## src/rtl/ctrl_pkg.sv

```systemverilog
// ctrl_pkg: shared types and encodings for the RV32I multi-cycle control unit.
// Holds the FSM state enum, major opcodes, instruction classes, datapath select
// encodings and fault codes used by multicycle_control_unit and opcode_classifier.
package ctrl_pkg;

   // FSM states
   typedef enum logic [2:0] {
      FETCH  = 3'd0,
      DECODE = 3'd1,
      EXEC   = 3'd2,
      MEM    = 3'd3,
      WB     = 3'd4,
      TRAP   = 3'd5
   } state_t;

   // Major opcodes (instruction bits [6:0])
   localparam logic [6:0] OP_R      = 7'b0110011;
   localparam logic [6:0] OP_I      = 7'b0010011;
   localparam logic [6:0] OP_LOAD   = 7'b0000011;
   localparam logic [6:0] OP_STORE  = 7'b0100011;
   localparam logic [6:0] OP_BRANCH = 7'b1100011;
   localparam logic [6:0] OP_JAL    = 7'b1101111;
   localparam logic [6:0] OP_JALR   = 7'b1100111;
   localparam logic [6:0] OP_LUI    = 7'b0110111;

   // Instruction classes produced by opcode_classifier
   typedef enum logic [3:0] {
      CLS_NONE   = 4'd0,
      CLS_R      = 4'd1,
      CLS_I      = 4'd2,
      CLS_LOAD   = 4'd3,
      CLS_STORE  = 4'd4,
      CLS_BRANCH = 4'd5,
      CLS_JAL    = 4'd6,
      CLS_JALR   = 4'd7,
      CLS_LUI    = 4'd8
   } op_class_t;

   // alu_op encodings
   localparam logic [1:0] ALU_ADD    = 2'b00;
   localparam logic [1:0] ALU_SUB    = 2'b01;
   localparam logic [1:0] ALU_RFUNCT = 2'b10;
   localparam logic [1:0] ALU_IFUNCT = 2'b11;

   // alu_src_a encodings
   localparam logic [1:0] SRCA_PC   = 2'b00;
   localparam logic [1:0] SRCA_RS1  = 2'b01;
   localparam logic [1:0] SRCA_ZERO = 2'b10;

   // alu_src_b encodings
   localparam logic [1:0] SRCB_RS2  = 2'b00;
   localparam logic [1:0] SRCB_IMM  = 2'b01;
   localparam logic [1:0] SRCB_FOUR = 2'b10;

   // pc_src encodings
   localparam logic [1:0] PCSRC_ALU    = 2'b00;
   localparam logic [1:0] PCSRC_ALUOUT = 2'b01;
   localparam logic [1:0] PCSRC_JALR   = 2'b10;

   // mem_to_reg encodings
   localparam logic [1:0] WBSEL_ALU = 2'b00;
   localparam logic [1:0] WBSEL_MEM = 2'b01;
   localparam logic [1:0] WBSEL_PC4 = 2'b10;

   // fault_code values
   localparam logic [1:0] FAULT_NONE    = 2'b00;
   localparam logic [1:0] FAULT_ILLEGAL = 2'b01;
   localparam logic [1:0] FAULT_TIMEOUT = 2'b10;

endpackage

```

## src/rtl/opcode_classifier.sv

```systemverilog
// opcode_classifier: maps a 7-bit RV32I opcode to an instruction class plus illegal flag.
// Latency: purely combinational, zero cycles.
// Backpressure: none; output follows the input every cycle.
// Ports: opcode (in, 7) -> op_class (out, 4, ctrl_pkg::op_class_t value), illegal (out, 1).
// Macro CTRL_JUMP_EN: when defined, JAL/JALR/LUI are legal; otherwise they classify as illegal.
module opcode_classifier
   import ctrl_pkg::*;
(
   input  logic [6:0] opcode,
   output logic [3:0] op_class,
   output logic       illegal
);

   op_class_t cls;

   always_comb begin
      cls = CLS_NONE;
      case (opcode)
         OP_R:      cls = CLS_R;
         OP_I:      cls = CLS_I;
         OP_LOAD:   cls = CLS_LOAD;
         OP_STORE:  cls = CLS_STORE;
         OP_BRANCH: cls = CLS_BRANCH;
`ifdef CTRL_JUMP_EN
         OP_JAL:    cls = CLS_JAL;
         OP_JALR:   cls = CLS_JALR;
         OP_LUI:    cls = CLS_LUI;
`endif
         default:   cls = CLS_NONE;
      endcase
   end

   assign op_class = cls;
   assign illegal  = (cls == CLS_NONE);

endmodule

```

## src/rtl/multicycle_control_unit.sv

```systemverilog
// multicycle_control_unit: RV32I multi-cycle control FSM (FETCH/DECODE/EXEC/MEM/WB/TRAP).
// Latency: R/I/LUI/store/JAL/JALR 4 cycles, load 5, branch 3, plus one per memory wait cycle.
// Backpressure: mem_ready stalls FETCH/MEM; MEM_TIMEOUT consecutive waits trap with fault 10.
// Ports: clk, reset (sync, active-high); opcode, mem_ready in; mem_req, iord, mem_read,
//   mem_write, ir_write, pc_write, branch, pc_src, alu_src_a, alu_src_b, alu_op, mem_to_reg,
//   reg_write, trap, fault_code out. All outputs are forced to 0 while reset is high.
// Macro CTRL_JUMP_EN: enables JAL/JALR/LUI; without it they trap as illegal opcodes.
module multicycle_control_unit
   import ctrl_pkg::*;
#(
   parameter int MEM_TIMEOUT = 16,
   parameter int ALUOP_W     = 2
)(
   input  logic               clk,
   input  logic               reset,
   input  logic [6:0]         opcode,
   input  logic               mem_ready,
   output logic               mem_req,
   output logic               iord,
   output logic               mem_read,
   output logic               mem_write,
   output logic               ir_write,
   output logic               pc_write,
   output logic               branch,
   output logic [1:0]         pc_src,
   output logic [1:0]         alu_src_a,
   output logic [1:0]         alu_src_b,
   output logic [ALUOP_W-1:0] alu_op,
   output logic [1:0]         mem_to_reg,
   output logic               reg_write,
   output logic               trap,
   output logic [1:0]         fault_code
);

   // Counter must hold 0..MEM_TIMEOUT; keep at least one bit when the timeout is disabled.
   localparam int CNT_W = (MEM_TIMEOUT > 0) ? $clog2(MEM_TIMEOUT + 1) : 1;
   // Trap fires when the count is about to reach MEM_TIMEOUT with mem_ready still low.
   localparam logic [CNT_W-1:0] CNT_LAST = (MEM_TIMEOUT > 0) ? CNT_W'(MEM_TIMEOUT - 1) : '0;
   localparam bit TIMEOUT_EN = (MEM_TIMEOUT > 0);

   state_t           state_q, state_d;
   logic [6:0]       op_q;
   logic [CNT_W-1:0] cnt_q;
   logic [1:0]       fault_q, fault_d;

   logic [6:0]       cls_in;
   logic [3:0]       cls_raw;
   op_class_t        cls;
   logic             illegal;
   logic             mem_state;
   logic             timeout;
   logic [1:0]       aop;

   // In DECODE the live opcode is classified (legality check); afterwards the latched one.
   assign cls_in = (state_q == DECODE) ? opcode : op_q;

   opcode_classifier u_classifier (
      .opcode   (cls_in),
      .op_class (cls_raw),
      .illegal  (illegal)
   );

   assign cls       = op_class_t'(cls_raw);
   assign mem_state = (state_q == FETCH) || (state_q == MEM);
   assign timeout   = TIMEOUT_EN && mem_state && !mem_ready && (cnt_q == CNT_LAST);

   // Next-state and fault capture
   always_comb begin
      state_d = state_q;
      fault_d = fault_q;
      case (state_q)
         FETCH: begin
            if (mem_ready) begin
               state_d = DECODE;
            end else if (timeout) begin
               state_d = TRAP;
               fault_d = FAULT_TIMEOUT;
            end
         end
         DECODE: begin
            if (illegal) begin
               state_d = TRAP;
               fault_d = FAULT_ILLEGAL;
            end else begin
               state_d = EXEC;
            end
         end
         EXEC: begin
            case (cls)
               CLS_R, CLS_I:         state_d = WB;
               CLS_LOAD, CLS_STORE:  state_d = MEM;
               CLS_BRANCH:           state_d = FETCH;
`ifdef CTRL_JUMP_EN
               CLS_JAL, CLS_JALR, CLS_LUI: state_d = WB;
`endif
               default: begin
                  // op_q was legal in DECODE, so this arm only guards against corruption
                  state_d = TRAP;
                  fault_d = FAULT_ILLEGAL;
               end
            endcase
         end
         MEM: begin
            if (mem_ready) begin
               state_d = (cls == CLS_LOAD) ? WB : FETCH;
            end else if (timeout) begin
               state_d = TRAP;
               fault_d = FAULT_TIMEOUT;
            end
         end
         WB:      state_d = FETCH;
         TRAP:    state_d = TRAP;
         default: state_d = FETCH;
      endcase
   end

   always_ff @(posedge clk) begin
      if (reset) begin
         state_q <= FETCH;
         op_q    <= '0;
         cnt_q   <= '0;
         fault_q <= FAULT_NONE;
      end else begin
         state_q <= state_d;
         fault_q <= fault_d;
         if (state_q == DECODE) begin
            op_q <= opcode;
         end
         // Any state change clears the counter, so FETCH and MEM always start from 0.
         if (state_d != state_q) begin
            cnt_q <= '0;
         end else if (mem_state && !mem_ready) begin
            cnt_q <= cnt_q + CNT_W'(1);
         end
      end
   end

   // Moore outputs (FETCH enables additionally qualified by mem_ready); all zero in reset.
   always_comb begin
      mem_req    = 1'b0;
      iord       = 1'b0;
      mem_read   = 1'b0;
      mem_write  = 1'b0;
      ir_write   = 1'b0;
      pc_write   = 1'b0;
      branch     = 1'b0;
      pc_src     = PCSRC_ALU;
      alu_src_a  = SRCA_PC;
      alu_src_b  = SRCB_RS2;
      aop        = ALU_ADD;
      mem_to_reg = WBSEL_ALU;
      reg_write  = 1'b0;
      trap       = 1'b0;
      if (!reset) begin
         case (state_q)
            FETCH: begin
               mem_req   = 1'b1;
               mem_read  = 1'b1;
               alu_src_a = SRCA_PC;
               alu_src_b = SRCB_FOUR;
               aop       = ALU_ADD;
               ir_write  = mem_ready;
               pc_write  = mem_ready;
            end
            DECODE: begin
               alu_src_a = SRCA_PC;
               alu_src_b = SRCB_IMM;
               aop       = ALU_ADD;
            end
            EXEC: begin
               case (cls)
                  CLS_R: begin
                     alu_src_a = SRCA_RS1;
                     alu_src_b = SRCB_RS2;
                     aop       = ALU_RFUNCT;
                  end
                  CLS_I: begin
                     alu_src_a = SRCA_RS1;
                     alu_src_b = SRCB_IMM;
                     aop       = ALU_IFUNCT;
                  end
                  CLS_LOAD, CLS_STORE: begin
                     alu_src_a = SRCA_RS1;
                     alu_src_b = SRCB_IMM;
                     aop       = ALU_ADD;
                  end
                  CLS_BRANCH: begin
                     alu_src_a = SRCA_RS1;
                     alu_src_b = SRCB_RS2;
                     aop       = ALU_SUB;
                     branch    = 1'b1;
                     pc_src    = PCSRC_ALUOUT;
                  end
`ifdef CTRL_JUMP_EN
                  CLS_JAL: begin
                     // Target was computed into the ALU result register during DECODE
                     pc_write = 1'b1;
                     pc_src   = PCSRC_ALUOUT;
                  end
                  CLS_JALR: begin
                     alu_src_a = SRCA_RS1;
                     alu_src_b = SRCB_IMM;
                     pc_src    = PCSRC_JALR;
                     pc_write  = 1'b1;
                  end
                  CLS_LUI: begin
                     alu_src_a = SRCA_ZERO;
                     alu_src_b = SRCB_IMM;
                     aop       = ALU_ADD;
                  end
`endif
                  default: ;
               endcase
            end
            MEM: begin
               mem_req   = 1'b1;
               iord      = 1'b1;
               mem_read  = (cls == CLS_LOAD);
               mem_write = (cls == CLS_STORE);
            end
            WB: begin
               reg_write = 1'b1;
               if (cls == CLS_LOAD) begin
                  mem_to_reg = WBSEL_MEM;
               end else if ((cls == CLS_JAL) || (cls == CLS_JALR)) begin
                  mem_to_reg = WBSEL_PC4;
               end
            end
            TRAP:    trap = 1'b1;
            default: ;
         endcase
      end
   end

   assign alu_op     = ALUOP_W'(aop);
   assign fault_code = reset ? FAULT_NONE : fault_q;

endmodule

```

## config.mk

```make
export PLATFORM = sky130hd
export DESIGN_NAME = multicycle_control_unit
export DESIGN_NICKNAME = d
export VERILOG_FILES = /design/src/rtl/ctrl_pkg.sv /design/src/rtl/opcode_classifier.sv /design/src/rtl/multicycle_control_unit.sv
export SDC_FILE = /design/constraint.sdc
export NUM_CORES = 1
export LEC_CHECK = 0
export CAP_MARGIN = 20
export CORE_MARGIN = 5
export CORE_UTILIZATION = 53
export DETAILED_ROUTE_END_ITERATION = 10
export GPL_ROUTABILITY_DRIVEN = 0
export PLACE_DENSITY = 0.95
export SLEW_MARGIN = 0
export SYNTH_ARGS = -nofsm -noshare
export SYNTH_HDL_FRONTEND = slang
export SYNTH_SLANG_ARGS = --single-unit
```

## constraint.sdc

```tcl
create_clock -name clk -period 3.9 [get_ports clk]
set_input_delay 0.39 -clock clk [delete_from_list [all_inputs] [get_ports clk]]
set_output_delay 0.39 -clock clk [all_outputs]
set_load 0.05 [all_outputs]
```

==> results of run 1 <==
## routing by layer
layer / track usage (%) / up-vias
met1: 25.0 / 568
li1: - / 602
met3: 3.49 / 3
met4: 6.80 / 0
met2: 31.9 / 73
met5: 0 / -
## cell usage after synthesis, types with 2 or more instances
master,n
inv_1,6
nor4_1,7
buf_4,7
mux2i_1,2
and2_1,4
a211oi_1,3
a21oi_1,11
clkbuf_1,4
dfxtp_1,17
xor2_1,2
nand2b_1,7
nor3_1,5
o21ai_0,4
and3_1,2
o21ai_1,2
nor2b_1,3
nor2_1,13
or3b_1,2
ha_1,2
nand3_1,3
buf_6,3
nand4bb_1,2
nand2_1,17
## final cells by class
class,count,area (µm²)
multi-input cells,122,815
fillers,188,729
flip-flops and latches,17,340
repair buffers,29,285
well taps,28,35.0
clock buffers,3,22.5
inverters,6,22.5
clock inverters,1,5.00
## metrics by stage
stage	hold slack (ps)	setup WS (ps)	power (µW)	instances	instance area, µm²
finish	465	435	496	206	1530
global route	491	291	520	206	1530
CTS	470	481	496	206	1530
detailed placement	455	825	399	202	1500
global placement	444	919	391	202	1500
floorplan	432	824	358	160	1280
## worst max-delay path: cells and delay by family (launching register included)
kind	cells	cell delay, ps
flops	1	570
compound gates	2	340
simple gates	2	1040
buf+inv	1	820
## where the power goes
part           internal (µW)  switching (µW)  total (µW)
Clock                   38.3            60.2        98.5
Combinational           70.5             116         187
Sequential               188            22.9         211
Total                    297             199         496
## cell families (layout without fill, tap and decap cells)
kind of cell,Yosys count,count (layout),synth area share [%]
AOI/OAI and AO/OA,39,39,24.2
xor gates and xnor gates,4,4,3.33
adders and majority gates,2,2,1.96
buffers and inverters,21,39,10.1
DFF,17,17,26.7
muxes,3,3,2.45
other,1,3,0.294
and+or+nand+nor,71,71,31.0
## worst paths after layout
check / endpoint / slack (ps) / cells past startpoint
max: alu_op[0] / 430 / 5
min: op_q[2] / 470 / 2
max reg2reg: cnt_q[2] / 1830 / 4
min reg2reg: op_q[2] / 470 / 2
## state kept, by name, summed over array words and instances, names as in the netlist
register  cells
cnt_q         5
state_q       3
op_q          7
fault_q       2
==> impl_results.md, run 1 <==
* Status: finished, final reports clean
* DP HPWL at 2.44 mm
* First-pass GRT wire length at 5.38 mm
* Final net count at 191
* Most frequent cells in the layout: clkdlybuf4s50_1, nand2_1, dfxtp_1
* Overall routing resource usage at 19.3%
* Initial antenna violation count at 0
* Type of the worst setup path: reg -> out
* Drt total wl at 3.14 mm
* Sinks on Clock Net at 17
* Leading area contributor after synthesis: dfxtp_1
* Initial DRC count at 42
* Final setup fails at 0
* Synth Register Bits at 17
* Largest fanout on the critical path at 13
* DR top layer: met4
* Row Count at 17
* FFs w/ async S/R, synth at 0%
* Slew HR at 65.8%
* Largest stage delay, worst path at 820 ps
* Htree depth at 1
* Peak supply drop at 214 µV
* Layout cells sized above 1 at 9.55%
* Vias at 1,246
* Register area share after synthesis at 26.7%
* Met3 Routed Length at 301 µm
* RSZ-0062 raised after global routing: no
* Launch point of the worst path: state_q[0]
* Met2 Routed Length at 1.56 mm
* Vias in the first global route at 1,193
* Critical Path, Cell by Cell: or3b_1, nor4_1, o211a_1, o21bai_1, clkdlybuf4s50_1
* Die height at 59.1 µm
* EDFF count, synth at 0
* Unique masters post-synth at 53
* Commonest non-fill, non-tap cell in the layout: clkdlybuf4s50_1
* Arrival time worst endpoint at 3080 ps
* Area growth syn-to-layout at 19.5%
* Ant. Diodes at 0
* CTS tree: yes
* Antenna violation net count after detailed routing at 0
* DR pass1 iterations at 4
* # Post-CTS Setup Buffers at 0
* Post-CTS sizing at 0
* Die W at 59.1 µm
* Final Core Density at 67.6%
* F_max at 289 MHz
* Root buffer cell: clkbuf_4
* Post-Syn Area at 1280 µm²
* Grt ovf at 0
* DRC violations left at 0
* R2r startpoint: state_q[0]
* Largest net degree at the start of global routing at 19
* Avg WL per Cell at 15.2 µm
* Hold-fix buffers, CTS at 0
* Mapped Cells at 158
* Max-slew violations at 0
* Setup_tns at 0 ps
* Tcrit/Tclk final at 88.9%
* Core ar. at 2250 µm²
* Mean Syn Cell Area at 8.08 µm²
* YS warnings at 0
* Skew final at 0.659 ps
* Metal-1 WL at 1.25 mm
* Final hold viol count at 0
* Worst-Margin Slew at 511 ps
* Critical Path RT at 3510 ps
* Number of max-cap violations at 0
* Area contributors post-synth: dfxtp_1, nand2_1, a21oi_1
* Min-delay src: op_q[2]
* Slowest cell on the critical path: clkdlybuf4s50_1
* Lkg Pwr at 0.000548 µW
* Worst-Skew Late Latency at 300 ps
* I/O pins at 31
* Commonest register cell after synthesis: dfxtp_1
* Crit start category: flop
* Setup crit end kind: output pin
* Die area at 3490 µm²
* Top-area cell type share of the netlist area at 26.7%
* Clock Pin Slew Worst Setup and Hold Paths at 100 ps
* Max clock buf depth at 2
* Min cycle time layout at 3470 ps
* PwrDens at 325 nW/µm²
* Vias/cell at 6.05
* Initial Util at 56.6%
* HP Class: reg -> reg
* CTS Buf Count at 3
* Port Buffers at 27
Note: power is estimated with default switching activity, not from simulation.
==> inputs of run 2 (changes only) <==
--- a/config.mk
+++ b/config.mk
@@ -7,10 +7,10 @@
 export LEC_CHECK = 0
 export CAP_MARGIN = 20
 export CORE_MARGIN = 5
-export CORE_UTILIZATION = 53
+export CORE_UTILIZATION = 49
 export DETAILED_ROUTE_END_ITERATION = 10
 export GPL_ROUTABILITY_DRIVEN = 0
-export PLACE_DENSITY = 0.95
+export PLACE_DENSITY = 0.9
 export SLEW_MARGIN = 0
 export SYNTH_ARGS = -nofsm -noshare
 export SYNTH_HDL_FRONTEND = slang
==> constraint.sdc (replaced) <==
create_clock -name clk -period 3.49 [get_ports clk]
set_input_delay 0.349 -clock clk [delete_from_list [all_inputs] [get_ports clk]]
set_output_delay 0.349 -clock clk [all_outputs]
set_load 0.05 [all_outputs]
==> run 2 against run 1 <==
Net effect: clock power rose by 11%; via count fell by 3.2%; count of clock-buffer cells in the layout did not move; design area rose by 1.5%; clock skew rose by 1.6 ps; non-clock buffer count rose by 2; global-route usage fell by 1.7 points; die area rose by 6.8%; critical path depth fell by 1; largest cell class unchanged; largest power group unchanged.
==> impl_results.md, run 2 (same netlist as run 1, synthesis figures left out) <==
* Final hold viol count at 0 (unchanged)
* DP HPWL at 2.34 mm (was 2.44 mm)
* Ant. Diodes at 0 (unchanged)
* Overall routing resource usage at 17.6% (was 19.3%)
* Most flop-heavy register: op_q (unchanged)
* Post-route design area at 1550 µm² (was 1530 µm²)
* DR pass1 iterations at 4 (unchanged)
* Core ar. at 2480 µm² (was 2250 µm²)
* Die W at 61.0 µm (was 59.1 µm)
* Setup_tns at 0 ps (unchanged)
* Largest net degree at the start of global routing at 16 (was 19)
* PwrDens at 356 nW/µm² (was 325 nW/µm²)
* Max clock buf depth at 2 (unchanged)
* Type of the worst setup path: reg -> out (unchanged)
* Htree depth at 1 (unchanged)
* Largest registers: op_q (7), cnt_q (5), state_q (3) (unchanged)
* HP Class: reg -> reg (unchanged)
* Antenna violation net count after detailed routing at 0 (unchanged)
* I/O pins at 31 (unchanged)
* Layout cells sized above 1 at 10.6% (was 9.55%)
* Largest register FFs at 7 (unchanged)
* Crit start category: flop (unchanged)
* Hold Path Sink: op_q[3] (was op_q[2])
* Lkg Pwr at 0.000596 µW (was 0.000548 µW)
* Largest stage delay, worst path at 820 ps (about the same)
* Hold-fix buffers, CTS at 0 (unchanged)
* Sinks on Clock Net at 17 (unchanged)
* Max-slew violations at 0 (unchanged)
* DRC violations left at 0 (unchanged)
* Setup crit end kind: output pin (unchanged)
* Slew HR at 65.9% (was 65.8%)
* Skew final at 2.30 ps (was 0.659 ps)
* # Post-CTS Setup Buffers at 0 (unchanged)
* Die height at 61.0 µm (was 59.1 µm)
* Min cycle time layout at 3300 ps
* Reg-to-reg endpoint: cnt_q[4] (was cnt_q[2])
* Number of max-cap violations at 0 (unchanged)
* Initial antenna violation count at 0 (unchanged)
* Min-delay src: op_q[3] (was op_q[2])
* Most frequent cells in the layout: clkdlybuf4s50_1, nand2_1, dfxtp_1 (unchanged)
* Hold_ws at 457 ps (was 465 ps)
* Peak supply drop at 237 µV (was 214 µV)
* Worst R2R Path Depth at 4 (unchanged)
* First-pass GRT wire length at 5.03 mm (was 5.38 mm)
* Critical Path, Cell by Cell: or3b_1, nor4_1, o211a_1, clkdlybuf4s50_1 (was or3b_1, nor4_1, o211a_1, o21bai_1, clkdlybuf4s50_1)
* Area growth syn-to-layout at 21.3% (was 19.5%)
* Avg WL per Cell at 14.1 µm (was 15.2 µm)
* Arrival time worst endpoint at 2950 ps (was 3080 ps)
* R2r startpoint: state_q[0] (unchanged)
* CTS tree: yes (unchanged)
* R2r setup slk at 1470 ps (was 1830 ps)
* Vias in the first global route at 1,131 (was 1,193)
* Setup slack at placement at 444 ps (was 825 ps)
* F_max at 303 MHz
* Status: finished, final reports clean (unchanged)
* Final net count at 193 (was 191)
* Root buffer cell: clkbuf_4 (unchanged)
* Die area at 3730 µm² (was 3490 µm²)
* Commonest non-fill, non-tap cell in the layout: clkdlybuf4s50_1 (unchanged)
* Worst-Skew Late Latency at 300 ps (about the same)
* Largest fanout on the critical path at 13 (unchanged)
* Clock Pin Slew Worst Setup and Hold Paths at 100 ps (about the same)
* Initial DRC count at 26 (was 42)
* Row Count at 18 (was 17)
* Vias at 1,206 (was 1,246)
* Worst-Margin Slew at 509 ps (was 511 ps)
* Initial Util at 51.5% (was 56.6%)
* Final setup fails at 0 (unchanged)
* RSZ-0062 raised after global routing: no (unchanged)
* Slowest cell on the critical path: clkdlybuf4s50_1 (unchanged)
* Drt total wl at 2.96 mm (was 3.14 mm)
* Port Buffers at 27 (unchanged)
* Grt ovf at 0 (unchanged)
* Critical Path RT at 3140 ps (was 3510 ps)
* Vias/cell at 5.74 (was 6.05)
* Area after DPL at 1520 µm² (was 1500 µm²)
* Final worst slack at 190 ps (was 435 ps)
* CTS Buf Count at 3 (unchanged)
* Min-Delay Path Depth at 2 (unchanged)
* Tcrit/Tclk final at 94.6%
run 2: how the worst max path moves through the flow:
| stage | from | end | slack [ps] | depth (start not counted) |
|---|---|---|---|---|
| final | state_q[0] | pc_src[0] | 190 | 4 |
| after global routing | state_q[0] | mem_write | 5 | 5 |
| after CTS | state_q[0] | alu_op[0] | 110 | 5 |
| after detailed placement | state_q[0] | alu_op[0] | 440 | 5 |
| after global placement | state_q[0] | alu_op[0] | 550 | 5 |
| after floorplan | state_q[2] | mem_to_reg[0] | 450 | 4 |
run 2: metal layers:
layer	track usage (%)	vias up	share of wire (%)
li1	-	609	-
met1	23.1	548	44
met2	28.7	42	48
met3	3.56	7	6.2
met4	5.88	0	1.7
met5	0	-	0
run 2: worst max-delay path: cells and delay by family, from the launching register on:
| family | cells | cell delay [ps] |
|---|---|---|
| AND/OR/NAND/NOR | 2 | 1040 |
| AO/OA/AOI/OAI | 1 | 230 |
| buffers and inverters | 1 | 820 |
| flip-flops | 1 | 570 |
run 2: timing repair:
action                     CTS  global route
resized for setup            0             2
setup endpoints to repair    0             2
hold endpoints to repair     0             0
run 2: cell type report:
class / count / area, µm²
Fill cell: 234 / 930
Timing Repair Buffer: 31 / 305
Clock inverter: 1 / 5.00
Clock buffer: 3 / 22.5
Tap cell: 30 / 37.5
Inverter: 6 / 22.5
Multi-Input combinational cell: 122 / 815
Sequential cell: 17 / 340
run 2: through the flow:
| step | total power (µW) | std cells | utilization (%) |
|---|---|---|---|
| finish | 551 | 210 | 62.5 |
| global route | 580 | 210 | 62.5 |
| CTS | 553 | 210 | 62.3 |
| detailed placement | 446 | 206 | 61.2 |
| global placement | 440 | 206 | 61.2 |
| floorplan | 400 | 160 | - |
run 2: power breakdown:
group / internal, µW / leakage (µW) / total, µW / switching [µW]
Sequential: 210 / 0.000139 / 231 / 20.3
Combinational: 80.6 / 0.000440 / 211 / 131
Clock: 42.7 / 0.0000177 / 109 / 66.0
Total: 334 / 0.000596 / 551 / 217
==> inputs of run 3 (changes only) <==
--- a/config.mk
+++ b/config.mk
@@ -7,10 +7,9 @@
 export LEC_CHECK = 0
 export CAP_MARGIN = 20
 export CORE_MARGIN = 5
-export CORE_UTILIZATION = 49
+export CORE_UTILIZATION = 30
 export DETAILED_ROUTE_END_ITERATION = 10
 export GPL_ROUTABILITY_DRIVEN = 0
-export PLACE_DENSITY = 0.9
 export SLEW_MARGIN = 0
 export SYNTH_ARGS = -nofsm -noshare
 export SYNTH_HDL_FRONTEND = slang
==> run 3 against run 2 <==
Net effect: clock skew grew 2.5 ps; clock power grew 34%; register-to-register slack lost 50 ps; wire length grew 7.3%; critical path depth grew 1; via count shrank 1.0%; total power grew 8.0%; setup slack gained 66 ps; combinational power grew 2%; first-iteration DRC count grew to 4.5 times the previous value; utilization shrank 23 points; largest cell class unchanged; highest routed layer unchanged.
==> impl_results.md, run 3 (same netlist as run 1, synthesis figures left out) <==
* Critical Path RT at 3140 ps (about the same)
* Critical Path, Cell by Cell: or3b_1, nor4_1, o211a_1, o21bai_1, clkdlybuf4s50_1 (was or3b_1, nor4_1, o211a_1, clkdlybuf4s50_1)
* Post-CTS sizing at 0 (unchanged)
* Worst-Margin Slew at 514 ps (was 509 ps)
* Overall routing resource usage at 12.0% (was 17.6%)
* Type of the worst setup path: reg -> out (unchanged)
* Vias at 1,194 (was 1,206)
* Min cycle time layout at 3230 ps (was 3300 ps)
* Crit start category: flop (unchanged)
* Post-route design area at 1590 µm² (was 1550 µm²)
* Top delay family on crit path: simple AND/OR/NAND/NOR gates (unchanged)
* Drt total wl at 3.17 mm (was 2.96 mm)
* Largest net degree at the start of global routing at 16 (unchanged)
* F_max at 309 MHz (was 303 MHz)
* R2r startpoint: state_q[0] (unchanged)
* DRC violations left at 0 (unchanged)
* Sinks on Clock Net at 17 (unchanged)
* Most frequent cells in the layout: clkdlybuf4s50_1, nand2_1, dfxtp_1 (unchanged)
* Largest fanout on the critical path at 11 (was 13)
* Min-Delay Path Depth at 2 (unchanged)
* Ant. Diodes at 0 (unchanged)
* Antenna violation net count after detailed routing at 0 (unchanged)
* Max-slew violations at 0 (unchanged)
* Slew HR at 65.7% (was 65.9%)
* Die height at 75.2 µm (was 61.0 µm)
* Die W at 75.2 µm (was 61.0 µm)
* DP HPWL at 2.44 mm (was 2.34 mm)
* DR pass1 iterations at 4 (unchanged)
* Root buffer cell: clkbuf_8 (was clkbuf_4)
* DR top layer: met4 (unchanged)
* Row Count at 23 (was 18)
* PwrDens at 373 nW/µm² (was 356 nW/µm²)
* Vias/cell at 5.17 (was 5.74)
* Clock Pin Slew Worst Setup and Hold Paths at 70 ps (was 100 ps)
* CTS tree: yes (unchanged)
* I/O pins at 31 (unchanged)
* Number of max-cap violations at 0 (unchanged)
* Area growth syn-to-layout at 24.9% (was 21.3%)
* First-pass GRT wire length at 5.19 mm (was 5.03 mm)
* Max clock buf depth at 2 (unchanged)
* Met2 Routed Length at 1.25 mm (was 1.41 mm)
* Commonest non-fill, non-tap cell in the layout: clkdlybuf4s50_1 (unchanged)
* Htree depth at 1 (unchanged)
* Largest registers: op_q (7), cnt_q (5), state_q (3) (unchanged)
* HP Class: reg -> reg (unchanged)
* Peak supply drop at 186 µV (was 237 µV)
* Setup slack at placement at 475 ps (was 444 ps)
* Area of the multi-input gates at 815 µm² (unchanged)
* Final worst slack at 256 ps (was 190 ps)
* Crit path buffers/inverters at 1 (unchanged)
* RSZ-0062 raised after global routing: no (unchanged)
* Worst-Skew Late Latency at 250 ps (was 300 ps)
* Vias in the first global route at 1,100 (was 1,131)
* Hold-fix buffers, CTS at 0 (unchanged)
* Final hold viol count at 0 (unchanged)
* Register Area at 340 µm² (unchanged)
* Number of cells on the critical path at 5 (was 4)
* Die area at 5660 µm² (was 3730 µm²)
* Area after DPL at 1550 µm² (was 1520 µm²)
* Met3 Routed Length at 274 µm (was 184 µm)
* Skew final at 4.76 ps (was 2.30 ps)
* Worst R2R Path Depth at 5 (was 4)
* Avg WL per Cell at 13.7 µm (was 14.1 µm)
* Largest stage delay, worst path at 820 ps (about the same)
* Metal-1 WL at 1.55 mm (was 1.31 mm)
* Initial DRC count at 117 (was 26)
* Worst Setup EP: alu_op[0] (was pc_src[0])
* Arrival time worst endpoint at 2880 ps (was 2950 ps)
* Layout cells sized above 1 at 11.0% (was 10.6%)
* Final net count at 194 (was 193)
* Final setup fails at 0 (unchanged)
* Largest register FFs at 7 (unchanged)
* Fillers at 417 (was 234)
* Setup_tns at 0 ps (unchanged)
* Initial Util at 31.5% (was 51.5%)
* Port Buffers at 27 (unchanged)
* Status: finished, final reports clean (unchanged)
* # Post-CTS Setup Buffers at 0 (unchanged)
* Lkg Pwr at 0.000570 µW (was 0.000596 µW)
* CTS Buf Count at 3 (unchanged)
* Reg-to-reg endpoint: cnt_q[2] (was cnt_q[4])
* Most flop-heavy register: op_q (unchanged)
* Tcrit/Tclk final at 92.7% (was 94.6%)
* Initial antenna violation count at 0 (unchanged)
* Grt ovf at 0 (unchanged)
* Launch point of the worst path: state_q[0] (unchanged)
* Setup crit end kind: output pin (unchanged)
* Slowest cell on the critical path: clkdlybuf4s50_1 (unchanged)
* Core ar. at 4060 µm² (was 2480 µm²)
* R2r setup slk at 1420 ps (was 1470 ps)
==> run 3: cell types whose count changed in the layout (fill, tap and decap cells not counted) <==
| cell | change |
|---|---|
| buf_4 | +1 |
| clkbuf_4 | -3 |
| clkbuf_8 | +3 |
| clkdlybuf4s50_1 | +2 |
| dlymetal6s2s_1 | -2 |
==> run 3: where the power goes <==
group,switching (µW),internal [µW]
Combinational,132,83.3
Sequential,24.1,211
Clock,66.4,79.2
Total,222,373
==> run 3: worst reg2reg max path: cells and delay by family (launching register included) <==
kind	cells	cell delay (ps)
compound gates	2	570
buf+inv	1	210
flops	1	580
simple gates	2	590
==> run 3: routing by layer <==
| layer | GRT usage, % | up-vias |
|---|---|---|
| li1 | - | 608 |
| met1 | 16.9 | 535 |
| met2 | 16.9 | 41 |
| met3 | 2.27 | 10 |
| met4 | 6.60 | 0 |
| met5 | 0 | - |
==> run 3: final cells by class <==
cell class                      instances  area share (%)
Tap cell                               50            3.92
Timing Repair Buffer                   32            19.3
Clock buffer                            3            2.59
Clock inverter                          1           0.314
Inverter                                6            1.41
Sequential cell                        17            21.4
Multi-Input combinational cell        122            51.1
==> run 3: worst min path at each step <==
stage                       start      end
after floorplan           op_q[3]  op_q[3]
after global placement    op_q[2]  op_q[2]
after detailed placement  op_q[2]  op_q[2]
after CTS                 op_q[2]  op_q[2]
after global routing      op_q[2]  op_q[2]
final                     op_q[2]  op_q[2]
==> run 3: per-stage QoR <==
step	hold slack (ps)	util (%)	std cells	total power, µW
final	456	39.3	231	595
after global routing	474	39.3	231	631
after CTS	460	39.3	231	605
after detailed placement	451	38.1	227	453
after global placement	444	38.1	227	451
after floorplan	432	-	160	400
